### src/rtl/matdet_sched_if.sv
// Requester and response channels of matdet_sched.
// master: requester fabric side; slave: scheduler side.
interface matdet_sched_if #(
    parameter int unsigned DATA_WIDTH  = 32,
    parameter int unsigned MATRIX_SIZE = 3,
    parameter int unsigned NUM_REQ     = 4
);
    localparam int unsigned ID_W  = $clog2(NUM_REQ);
    localparam int unsigned MAT_W = MATRIX_SIZE * MATRIX_SIZE * DATA_WIDTH;

    logic [NUM_REQ-1:0]         req_valid;
    logic [NUM_REQ-1:0]         req_ready;
    logic [NUM_REQ*MAT_W-1:0]   req_matrix;
    logic                       rsp_valid;
    logic                       rsp_ready;
    logic [DATA_WIDTH-1:0]      rsp_det;
    logic [ID_W-1:0]            rsp_id;

    modport master (
        output req_valid, req_matrix, rsp_ready,
        input  req_ready, rsp_valid, rsp_det, rsp_id
    );

    modport slave (
        input  req_valid, req_matrix, rsp_ready,
        output req_ready, rsp_valid, rsp_det, rsp_id
    );
endinterface

### src/rtl/matdet_sched.sv
// Round-robin scheduler sharing one matdet<N> datapath across NUM_REQ requesters.
// Define SCHED_PIPE_EN to give the datapath a 2-cycle evaluation window.
module matdet_sched #(
    parameter int unsigned DATA_WIDTH  = 32,
    parameter int unsigned MATRIX_SIZE = 3,
    parameter int unsigned NUM_REQ     = 4
) (
    input  logic                                         clk,
    input  logic                                         rst_n,
    matdet_sched_if.slave                                bus,
    output logic [MATRIX_SIZE*MATRIX_SIZE*DATA_WIDTH-1:0] dp_matrix,
    input  logic [DATA_WIDTH-1:0]                        dp_det,
    output logic                                         busy
);
    localparam int unsigned ID_W  = $clog2(NUM_REQ);
    localparam int unsigned MAT_W = MATRIX_SIZE * MATRIX_SIZE * DATA_WIDTH;

`ifdef SCHED_PIPE_EN
    typedef enum logic [1:0] {S_IDLE, S_EVAL0, S_EVAL1, S_RESP} state_t;
`else
    typedef enum logic [1:0] {S_IDLE, S_EVAL, S_RESP} state_t;
`endif

    state_t                 state_q;
    state_t                 state_nx;
    logic [ID_W-1:0]        ptr_q;
    logic [ID_W-1:0]        id_q;
    logic [DATA_WIDTH-1:0]  rsp_det_q;
    logic [ID_W-1:0]        rsp_id_q;
    logic                   rsp_valid_q;
    logic                   busy_q;

    logic                   gnt_found;
    logic [ID_W-1:0]        gnt_idx;
    logic [ID_W-1:0]        ptr_inc;
    logic [MAT_W-1:0]       gnt_matrix;
    logic [NUM_REQ-1:0]     req_ready_c;
    logic                   grant_fire;
    logic                   capture;
    logic [ID_W-1:0]        cand;

    // First valid requester at or after ptr, wrapping modulo NUM_REQ.
    always_comb begin : rr_pick
        int unsigned idx;
        gnt_found = 1'b0;
        gnt_idx   = '0;
        cand      = '0;
        idx       = 0;
        for (int unsigned i = 0; i < NUM_REQ; i++) begin
            idx = 32'(ptr_q) + i;
            if (idx >= NUM_REQ) begin
                idx = idx - NUM_REQ;
            end
            cand = ID_W'(idx);
            if (!gnt_found && bus.req_valid[cand]) begin
                gnt_found = 1'b1;
                gnt_idx   = cand;
            end
        end
    end

    always_comb begin : gnt_mux
        gnt_matrix = '0;
        for (int unsigned r = 0; r < NUM_REQ; r++) begin
            if (gnt_idx == ID_W'(r)) begin
                gnt_matrix = bus.req_matrix[r*MAT_W +: MAT_W];
            end
        end
    end

    assign ptr_inc = (gnt_idx == ID_W'(NUM_REQ - 1)) ? '0 : gnt_idx + ID_W'(1);

    // Next-state and strobes; ready is gated by rst_n so nothing is offered while in reset.
    always_comb begin : fsm_next
        state_nx    = state_q;
        req_ready_c = '0;
        grant_fire  = 1'b0;
        capture     = 1'b0;
        case (state_q)
            S_IDLE: begin
                if (gnt_found && rst_n) begin
                    req_ready_c[gnt_idx] = 1'b1;
                    grant_fire           = 1'b1;
`ifdef SCHED_PIPE_EN
                    state_nx             = S_EVAL0;
`else
                    state_nx             = S_EVAL;
`endif
                end
            end
`ifdef SCHED_PIPE_EN
            S_EVAL0: begin
                state_nx = S_EVAL1;
            end
            S_EVAL1: begin
                capture  = 1'b1;
                state_nx = S_RESP;
            end
`else
            S_EVAL: begin
                capture  = 1'b1;
                state_nx = S_RESP;
            end
`endif
            S_RESP: begin
                if (bus.rsp_ready) begin
                    state_nx = S_IDLE;
                end
            end
            default: begin
                state_nx = S_IDLE;
            end
        endcase
    end

    always_ff @(posedge clk or negedge rst_n) begin : fsm_reg
        if (!rst_n) begin
            state_q     <= S_IDLE;
            busy_q      <= 1'b0;
            rsp_valid_q <= 1'b0;
        end else begin
            state_q     <= state_nx;
            busy_q      <= (state_nx != S_IDLE);
            rsp_valid_q <= (state_nx == S_RESP);
        end
    end

    // Datapath operand, owner tracking and response capture.
    always_ff @(posedge clk or negedge rst_n) begin : dp_reg
        if (!rst_n) begin
            dp_matrix <= '0;
            id_q      <= '0;
            ptr_q     <= '0;
            rsp_det_q <= '0;
            rsp_id_q  <= '0;
        end else begin
            if (grant_fire) begin
                dp_matrix <= gnt_matrix;
                id_q      <= gnt_idx;
                ptr_q     <= ptr_inc;
            end
            if (capture) begin
                rsp_det_q <= dp_det;
                rsp_id_q  <= id_q;
            end
        end
    end

    assign bus.req_ready = req_ready_c;
    assign bus.rsp_valid = rsp_valid_q;
    assign bus.rsp_det   = rsp_det_q;
    assign bus.rsp_id    = rsp_id_q;
    assign busy          = busy_q;

endmodule

### src/flat_wrapper.sv
// flat-port wrapper written by rule: the top's interface ports become plain ports
module matdet_sched_flat 
#(
    parameter int unsigned DATA_WIDTH  = 32,
    parameter int unsigned MATRIX_SIZE = 3,
    parameter int unsigned NUM_REQ     = 4
)
  (clk, rst_n, dp_matrix, dp_det, busy, bus_req_valid, bus_req_matrix, bus_rsp_ready, bus_req_ready, bus_rsp_valid, bus_rsp_det, bus_rsp_id);
  matdet_sched_if #(.DATA_WIDTH(DATA_WIDTH), .MATRIX_SIZE(MATRIX_SIZE), .NUM_REQ(NUM_REQ)) bus_i ();
  input  logic clk;
  input  logic rst_n;
  output logic [MATRIX_SIZE*MATRIX_SIZE*DATA_WIDTH-1:0] dp_matrix;
  input  logic [DATA_WIDTH-1:0] dp_det;
  output logic busy;
  input wire logic [$bits(bus_i.req_valid)-1:0] bus_req_valid;
  input wire logic [$bits(bus_i.req_matrix)-1:0] bus_req_matrix;
  input wire logic [$bits(bus_i.rsp_ready)-1:0] bus_rsp_ready;
  output wire logic [$bits(bus_i.req_ready)-1:0] bus_req_ready;
  output wire logic [$bits(bus_i.rsp_valid)-1:0] bus_rsp_valid;
  output wire logic [$bits(bus_i.rsp_det)-1:0] bus_rsp_det;
  output wire logic [$bits(bus_i.rsp_id)-1:0] bus_rsp_id;
  assign bus_i.req_valid = bus_req_valid;
  assign bus_i.req_matrix = bus_req_matrix;
  assign bus_i.rsp_ready = bus_rsp_ready;
  assign bus_req_ready = bus_i.req_ready;
  assign bus_rsp_valid = bus_i.rsp_valid;
  assign bus_rsp_det = bus_i.rsp_det;
  assign bus_rsp_id = bus_i.rsp_id;
  matdet_sched #(.DATA_WIDTH(DATA_WIDTH), .MATRIX_SIZE(MATRIX_SIZE), .NUM_REQ(NUM_REQ)) u_core (.clk(clk), .rst_n(rst_n), .bus(bus_i), .dp_matrix(dp_matrix), .dp_det(dp_det), .busy(busy));
endmodule
### config.mk
export PLATFORM = sky130hd
export DESIGN_NAME = matdet_sched_flat
export DESIGN_NICKNAME = d
export VERILOG_FILES = /design/src/rtl/matdet_sched_if.sv /design/src/rtl/matdet_sched.sv /design/src/flat_wrapper.sv
export SDC_FILE = /design/constraint.sdc
export NUM_CORES = 1
export LEC_CHECK = 0
export ABC_AREA = 1
export BUFFER_PORTS_ARGS = -buffer_cell sky130_fd_sc_hd__buf_2
export CAP_MARGIN = 20
export CORE_AREA = 2 2 600 602
export CTS_BUF_LIST = sky130_fd_sc_hd__clkbuf_8
export CTS_CLUSTER_SIZE = 28
export DETAILED_ROUTE_END_ITERATION = 16
export DIE_AREA = 0 0 602 604
export PLACE_DENSITY = 0.3
export REMOVE_ABC_BUFFERS = 1
export SETUP_SLACK_MARGIN = 0.05
export SLEW_MARGIN = 0
export SYNTH_ARGS = -nofsm -noshare
export SYNTH_HDL_FRONTEND = slang
export SYNTH_SLANG_ARGS = --single-unit
### constraint.sdc
create_clock -name clk -period 2.8 [get_ports clk]
set_input_delay 0 -clock clk [delete_from_list [all_inputs] [get_ports clk]]
set_output_delay 0 -clock clk [all_outputs]
set_load 0.01 [all_outputs]
==> impl_metrics.py, run 1 <==
metrics = {
    "setup_path": {
        "cp.required_ps": 3600,
        "timing.critical_path.slowest_stage_cell": "sky130_fd_sc_hd__dfrtp_2",
        "setup.worst_path.start": "u_core.ptr_q[0]",
        "start_kind": "flop",
        "buffers_plus_inverters_on_the_worst_setup_path": 8,
        "critical_path.max_fanout": 7,
        "path_cells": "buf_6 > nand2_4 > nand2_4 > nand2_4 > nand2_4 > nor2_4 > nand3_2 > nand3_4 > nand2_4 > ha_4 > buf_6 > nor2_4 > buf_6 > buf_16 > buf_12 > buf_8 > buf_6 > buf_6 > nand2_2 > nand2_1 > o21ai_1 > o21ai_1 > nand2_1 > nand2_1",
        "timing_worst_setup_path_type": "flop to flop",
        "crit_end_element": "flop",
        "critPathMaxStageDelay_ps": 470,
        "critical_path_arrival_ps": 4060,
        "path_delay_family": "simple AND/OR/NAND/NOR gates",
        "regToRegStartpoint": "u_core.ptr_q[0]",
    },
    "timing": {
        "fmax_ghz": 0.3069,
        "worst_pin_slew_ps": 845.4,
        "fin_ws_ps": -458.5,
        "maxSlewViolCount": 0,
        "worst_rel_slew_slack_pct": 43.64,
        "fin_crit_ps": 3258,
        "setup_violations": 291,
        "fin_worst_skew_ps": 101.9,
        "final_hold_viol_count": 0,
        "timing.hold.ws_ps": 78.99,
        "min_period_over_period_pct": 116.4,
        "grt_setup_unrepaired": "true",
    },
    "yosys": {
        "synth.cell_area_mm2": 0.02117,
        "synthFlopType": "sky130_fd_sc_hd__dfrtp_1",
        "postSynth.asyncResetShare_pct": 100.0,
        "synth_top_cell_by_area": "sky130_fd_sc_hd__dfrtp_1",
        "synth_seq_cells": 330,
        "synth_top_cells_by_area": "sky130_fd_sc_hd__dfrtp_1 39%, sky130_fd_sc_hd__nand2_1 31%, sky130_fd_sc_hd__o21ai_0 14%",
        "synth.yosys.warnings": 0,
        "yosys.area.top_type_share_pct": 39.02,
        "synth_enable_flop_cells": 0,
        "syn-instance-count": 3305,
        "ys_types": 21,
        "avgSynthCellArea_um2": 6.404,
        "yosysSeqAreaShare_pct": 39.02,
    },
    "floorplanning": {
        "die_width_um": 602,
        "rows": 220,
        "floorplan.die_area_mm2": 0.3636,
        "io-pin-count": 1519,
        "placeableCoreArea_mm2": 0.3576,
        "fp.dieH_um": 604,
        "floorplan.initialDensity_pct": 5.919,
    },
    "finish": {
        "design.final.nets": 7870,
        "layout-drive-gt1-share_pct": 42.17,
        "most_common_library_cell_in_the_layout_ignoring_fill_and_taps": "sky130_fd_sc_hd__buf_2",
        "most-common-layout-cells": "1515 x sky130_fd_sc_hd__buf_2, 1507 x sky130_fd_sc_hd__dlygate4sd3_1, 1471 x sky130_fd_sc_hd__nand2_1",
        "area.growth.synth_to_final_pct": 184.0,
        "fillerInstances": 40660,
    },
    "pwr": {
        "power_density_mw_per_mm2": 1776,
        "power.leakage_nw": 28.05,
        "irDropWorstVdd_uv": 1100,
    },
    "route": {
        "drcViolationCount": 0,
        "ant_nets": 0,
        "finalWirelength_um": 279000,
        "drt-wirelength-per-cell_um": 24.17,
        "num_vias": 37840,
        "detailedRoute.firstPassIterationCount": 6,
        "via_density_per_instance": 3.279,
        "first_iter_violations": 1851,
    },
    "cts": {
        "cts_tree": "done",
        "cts.sinks": 330,
        "cts_made_buffers": 94,
        "clock_tree_buf_depth": 4,
        "path_clk_slew_ps": 70,
        "clockRootBuffer": "sky130_fd_sc_hd__clkbuf_8",
        "clkLatencyLatePin_ps": 910,
        "clock_tree.htree_level_count": 3,
    },
    "worst_hold_path": {
        "min-delay-path-class": "input pin to flop",
        "hold_start": "bus_req_matrix[792]",
    },
    "outcome": {
        "outcome": "finished with violations",
        "violations": "negative setup slack",
    },
    "placed_design": {
        "dp_hpwl_um": 217400,
        "port_buffers": 1518,
        "place_congestion": 0.9488,
        "dp_slack_ps": -942.7,
    },
    "global_route": {
        "number_of_global_route_vias_before_repair": 39520,
        "grt_use_total_pct": 14.38,
        "grt_max_degree": 118,
        "globalRoute.totalOverflow": 0,
        "grt_antenna_before_repair": 120,
        "grt_pass1_wl_um": 354400,
    },
    "run": {
        "max_cap_viol_count": 0,
    },
}
[sequential cells by signal, indices dropped and copies added, names as in the netlist]
register              cells
u_core.id_q               2
u_core.state_q            2
u_core.bus.rsp_det       32
u_core.ptr_q              2
u_core.bus.rsp_valid      1
u_core.busy               1
u_core.bus.rsp_id         2
u_core.dp_matrix        288
[cells in the mapped netlist, types with 4 or more instances]
| cell | number |
|---|---|
| sky130_fd_sc_hd__clkbuf_1 | 147 |
| sky130_fd_sc_hd__inv_1 | 14 |
| sky130_fd_sc_hd__nand3_1 | 11 |
| sky130_fd_sc_hd__dfrtp_1 | 330 |
| sky130_fd_sc_hd__nand2_1 | 1769 |
| sky130_fd_sc_hd__buf_6 | 27 |
| sky130_fd_sc_hd__a21oi_1 | 288 |
| sky130_fd_sc_hd__buf_4 | 10 |
| sky130_fd_sc_hd__mux2_2 | 34 |
| sky130_fd_sc_hd__ha_1 | 4 |
| sky130_fd_sc_hd__o21ai_0 | 581 |
| sky130_fd_sc_hd__nor2_1 | 7 |
| sky130_fd_sc_hd__buf_2 | 62 |
| sky130_fd_sc_hd__buf_1 | 12 |
[tightest hold or removal path, cell delays in order]
cell and delay, ps:
sky130_fd_sc_hd__dlygate4sd3_1 520, sky130_fd_sc_hd__buf_2 100, sky130_fd_sc_hd__o21ai_2 60, sky130_fd_sc_hd__o21ai_2 150
sky130_fd_sc_hd__nand2_1 60, sky130_fd_sc_hd__nand2_1 60
[final cells by class]
| class | instances | area, um^2 | area share (%) |
|---|---|---|---|
| sequential | 330 | 8259 | 13.74 |
| clock inverter | 45 | 422.9 | 0.7035 |
| inverter | 17 | 95.09 | 0.1582 |
| multi-input combinational | 2700 | 14560 | 24.22 |
| tap | 4773 | 5972 | 9.934 |
| timing repair inverter | 1 | 16.27 | 0.02706 |
| timing repair buffer | 3531 | 29180 | 48.53 |
| antenna | 34 | 85.08 | 0.1415 |
| clock buffer | 111 | 1528 | 2.541 |
[worst paths after layout]
check / to / slack (ps) / cells past startpoint
setup reg to reg: u_core.dp_matrix[259] / -460 / 24
hold / removal: u_core.dp_matrix[216] / 80 / 6
hold reg to reg: u_core.dp_matrix[274] / 470 / 2
max in group asynchronous: u_core.dp_matrix[30] / 1040 / 9
setup / recovery: u_core.dp_matrix[259] / -460 / 24
min in group asynchronous: u_core.dp_matrix[91] / 200 / 7
[per-stage QoR]
stage               total power, mW  utilization (%)  cell area, um^2  TNS (ps)  instances
floorplan                     18.26                -            19880  -5183470       3047
global placement              71.84            10.29            36780   -168680       9668
detailed placement            71.43            10.29            36780   -149960       9668
CTS                           93.76            15.71            56170    -95600      11410
global route                  115.2            16.80            60070   -134930      11520
finish                        106.8            16.81            60120    -79780      11540
[routing by layer]
layer | global-route usage (%) | vias up | wire, um | share of wire, %
met5 | 0 | - | 499 | 0.18
li1 | - | 17560 | - | -
met2 | 24.86 | 1453 | 135000 | 48
met3 | 4.609 | 461 | 22300 | 8.0
met1 | 17.02 | 18290 | 113200 | 41
met4 | 3.687 | 80 | 7970 | 2.9
[repair_timing]
| action | 4_1_cts | 5_1_grt |
|---|---|---|
| setup buffers | 57 | 100 |
| hold endpoints to repair | 648 | 2 |
| cloned | 22 | 18 |
| endpoints found under the setup margin | 292 | 293 |
| hold buffers | 1510 | 2 |
| pin swaps | 57 | 313 |
| resized for setup | 431 | 1038 |
[kinds of logic after synthesis]
family / synth area share, %
flops: 39.02
simple gates: 32.00
compound gates: 20.55
buf+inv: 6.390
fa+ha+maj: 0.2365
mux: 1.809
[power by group]
part | switching (mW) | internal (mW)
Clock | 3.36 | 4.30
Sequential | 1.25 | 7.05
Combinational | 52.2 | 38.6
Power figures use the tool's default switching activity.
==> inputs of run 2 (changes only) <==
Settings changed: TNS_END_PERCENT from default to 50.
==> run 2 against run 1 <==
The run still ends with negative setup slack left. Hold slack gained 0.75 ps. Non-clock buffer count decreased by 22. Power down 3.9%. Die area unchanged. Routed wire length is 0.59% lower. Flip-flop and latch count unchanged. Critical path type unchanged. Via count is 0.62% lower. Utilization decreased by 0.27 points. Register-to-register slack worse by 20 ps. Sequential share of layout area up 0.22 points. Clock-buffer cell count unchanged.
==> impl_metrics.py, run 2 (synthesis gave the netlist of run 1 again) <==
metrics = {
    "timing": {
        "fin_tns_setup_ps": -81750,
        "final_hold_viol_count": 0,
        "worst_pin_slew_ps": 834.9,
        "setup_violations": 292,
        "grt_setup_unrepaired": "true",
        "worst_rel_slew_slack_pct": 44.34,
        "fmax_ghz": 0.3050,
        "min_period_over_period_pct": 117.1,
        "timing.hold.ws_ps": 79.74,
        "fin_ws_ps": -478.7,
        "maxSlewViolCount": 0,
        "fin_worst_skew_ps": 102.3,
        "fin_crit_ps": 3279,
    },
    "global_route": {
        "grt_use_total_pct": 14.38,
        "number_of_global_route_vias_before_repair": 39520,
        "grt_pass1_wl_um": 354400,
        "globalRoute.totalOverflow": 0,
        "grt_max_degree": 118,
        "grt_antenna_before_repair": 121,
    },
    "finish": {
        "most_common_library_cell_in_the_layout_ignoring_fill_and_taps": "sky130_fd_sc_hd__nand2_1",
        "largest_register_ff_count": 288,
        "most-common-layout-cells": "1547 x sky130_fd_sc_hd__nand2_1, 1515 x sky130_fd_sc_hd__buf_2, 1507 x sky130_fd_sc_hd__dlygate4sd3_1",
        "final_design_area_excluding_fillers_mm2": 0.05915,
        "largest_register": "u_core.dp_matrix",
        "design.final.nets": 7848,
        "area.growth.synth_to_final_pct": 179.5,
        "finalNonFillerCells": 11520,
        "layout-drive-gt1-share_pct": 39.92,
        "finish.utilization_pct": 16.54,
    },
    "setup_path": {
        "timing_worst_setup_path_type": "flop to flop",
        "worst_r2r_path_depth": 24,
        "critical_path_arrival_ps": 4070,
        "critical_path.max_fanout": 7,
        "timing.critical_path.slowest_stage_cell": "sky130_fd_sc_hd__dfrtp_2",
        "cp.required_ps": 3590,
        "crit_end_element": "flop",
        "start_kind": "flop",
        "path_cells": "buf_6 > nand2_4 > nand2_4 > nand2_4 > nand2_4 > nor2_4 > nand3_2 > nand3_4 > nand2_4 > ha_4 > buf_6 > nor2_4 > buf_6 > buf_16 > buf_12 > buf_8 > buf_6 > buf_6 > nand2_2 > nand2_1 > o21ai_1 > o21ai_1 > nand2_1 > nand2_1",
        "critPathMaxStageDelay_ps": 470,
        "setup.worst_path.start": "u_core.ptr_q[0]",
        "r2r_slack_ps": -480,
        "r2r-end": "u_core.dp_matrix[259]",
        "regToRegStartpoint": "u_core.ptr_q[0]",
    },
    "floorplanning": {
        "floorplan.initialDensity_pct": 5.919,
        "rows": 220,
        "floorplan.die_area_mm2": 0.3636,
        "placeableCoreArea_mm2": 0.3576,
        "die_width_um": 602,
        "io-pin-count": 1519,
        "fp.dieH_um": 604,
    },
    "route": {
        "drcViolationCount": 0,
        "drt-wirelength-per-cell_um": 24.07,
        "finalWirelength_um": 277300,
        "via_density_per_instance": 3.263,
        "ant_nets": 0,
        "detailedRoute.firstPassIterationCount": 5,
        "drt-met1-wl_um": 113300,
        "first_iter_violations": 1858,
        "wl_met3_um": 21540,
        "dr.max_layer_used": "met5",
        "routed-wl-met2_um": 134500,
        "num_vias": 37610,
    },
    "cts": {
        "clock_tree_buf_depth": 4,
        "cts_tree": "done",
        "clock_tree.htree_level_count": 3,
        "cts_made_buffers": 94,
        "clockRootBuffer": "sky130_fd_sc_hd__clkbuf_8",
        "cts.sinks": 330,
        "path_clk_slew_ps": 70,
        "clkLatencyLatePin_ps": 910,
    },
    "pwr": {
        "irDropWorstVdd_uv": 971.1,
        "power_density_mw_per_mm2": 1735,
        "power.leakage_nw": 27.66,
        "total_power_mw": 102.6,
    },
    "placed_design": {
        "dp_slack_ps": -942.7,
        "dp_hpwl_um": 217400,
        "port_buffers": 1518,
        "place.detailed.instances": 9668,
        "placed_cell_area_mm2": 0.03678,
        "place_congestion": 0.9488,
    },
    "outcome": {
        "violations": "negative setup slack",
        "outcome": "finished with violations",
    },
    "worst_hold_path": {
        "min-delay-path-class": "input pin to flop",
        "hold_path_depth": 6,
        "hold_start": "bus_req_matrix[600]",
        "hold_path_end": "u_core.dp_matrix[24]",
    },
    "run": {
        "max_cap_viol_count": 0,
    },
}
run 2: report_power, final:
group	leakage (nW)	internal, mW	switching (mW)
Combinational	22.4	36.5	50.2
Clock	1.07	4.30	3.36
Sequential	4.18	7.05	1.25
Total	27.7	47.8	54.8
run 2: worst max path at each step:
stage	endpoint	slack, ps	depth (start not counted)
CTS	bus_req_ready[1]	-520	15
finish	u_core.dp_matrix[259]	-480	24
floorplan	u_core.dp_matrix[0]	-17900	17
global route	bus_req_ready[1]	-610	15
detailed placement	u_core.dp_matrix[241]	-940	19
global placement	u_core.dp_matrix[91]	-1030	17
run 2: what timing repair did:
item | CTS | global route
hold buffers | 1510 | 2
pin swaps | 57 | 227
endpoints found under the setup margin | 292 | 293
gates cloned | 22 | 13
buffers inserted | 57 | 77
endpoints found under the hold margin | 648 | 2
gates resized for setup | 431 | 746
run 2: worst max-delay path, delay by kind of cell (launching register included):
| family | cells | cell delay (ps) |
|---|---|---|
| simple gates | 13 | 1100 |
| fa+ha+maj | 1 | 190 |
| buf+inv | 8 | 1050 |
| flops | 1 | 470 |
| compound gates | 2 | 300 |
run 2: per-layer routing:
| metal | vias to the layer above | global-route usage (%) |
|---|---|---|
| li1 | 17520 | - |
| met1 | 18170 | 17.02 |
| met2 | 1401 | 24.86 |
| met3 | 430 | 4.609 |
| met4 | 80 | 3.687 |
| met5 | - | 0 |
run 2: layout make-up:
class                   instances  area [um^2]
fillers                     40770       298400
repair buffers               3509        28840
multi-input cells            2700        13930
flip-flops and latches        330         8259
well taps                    4773         5972
clock buffers                 111         1528
clock inverters                45        422.9
inverters                      17        95.09
diodes                         37        92.59
repair inverters                1        16.27
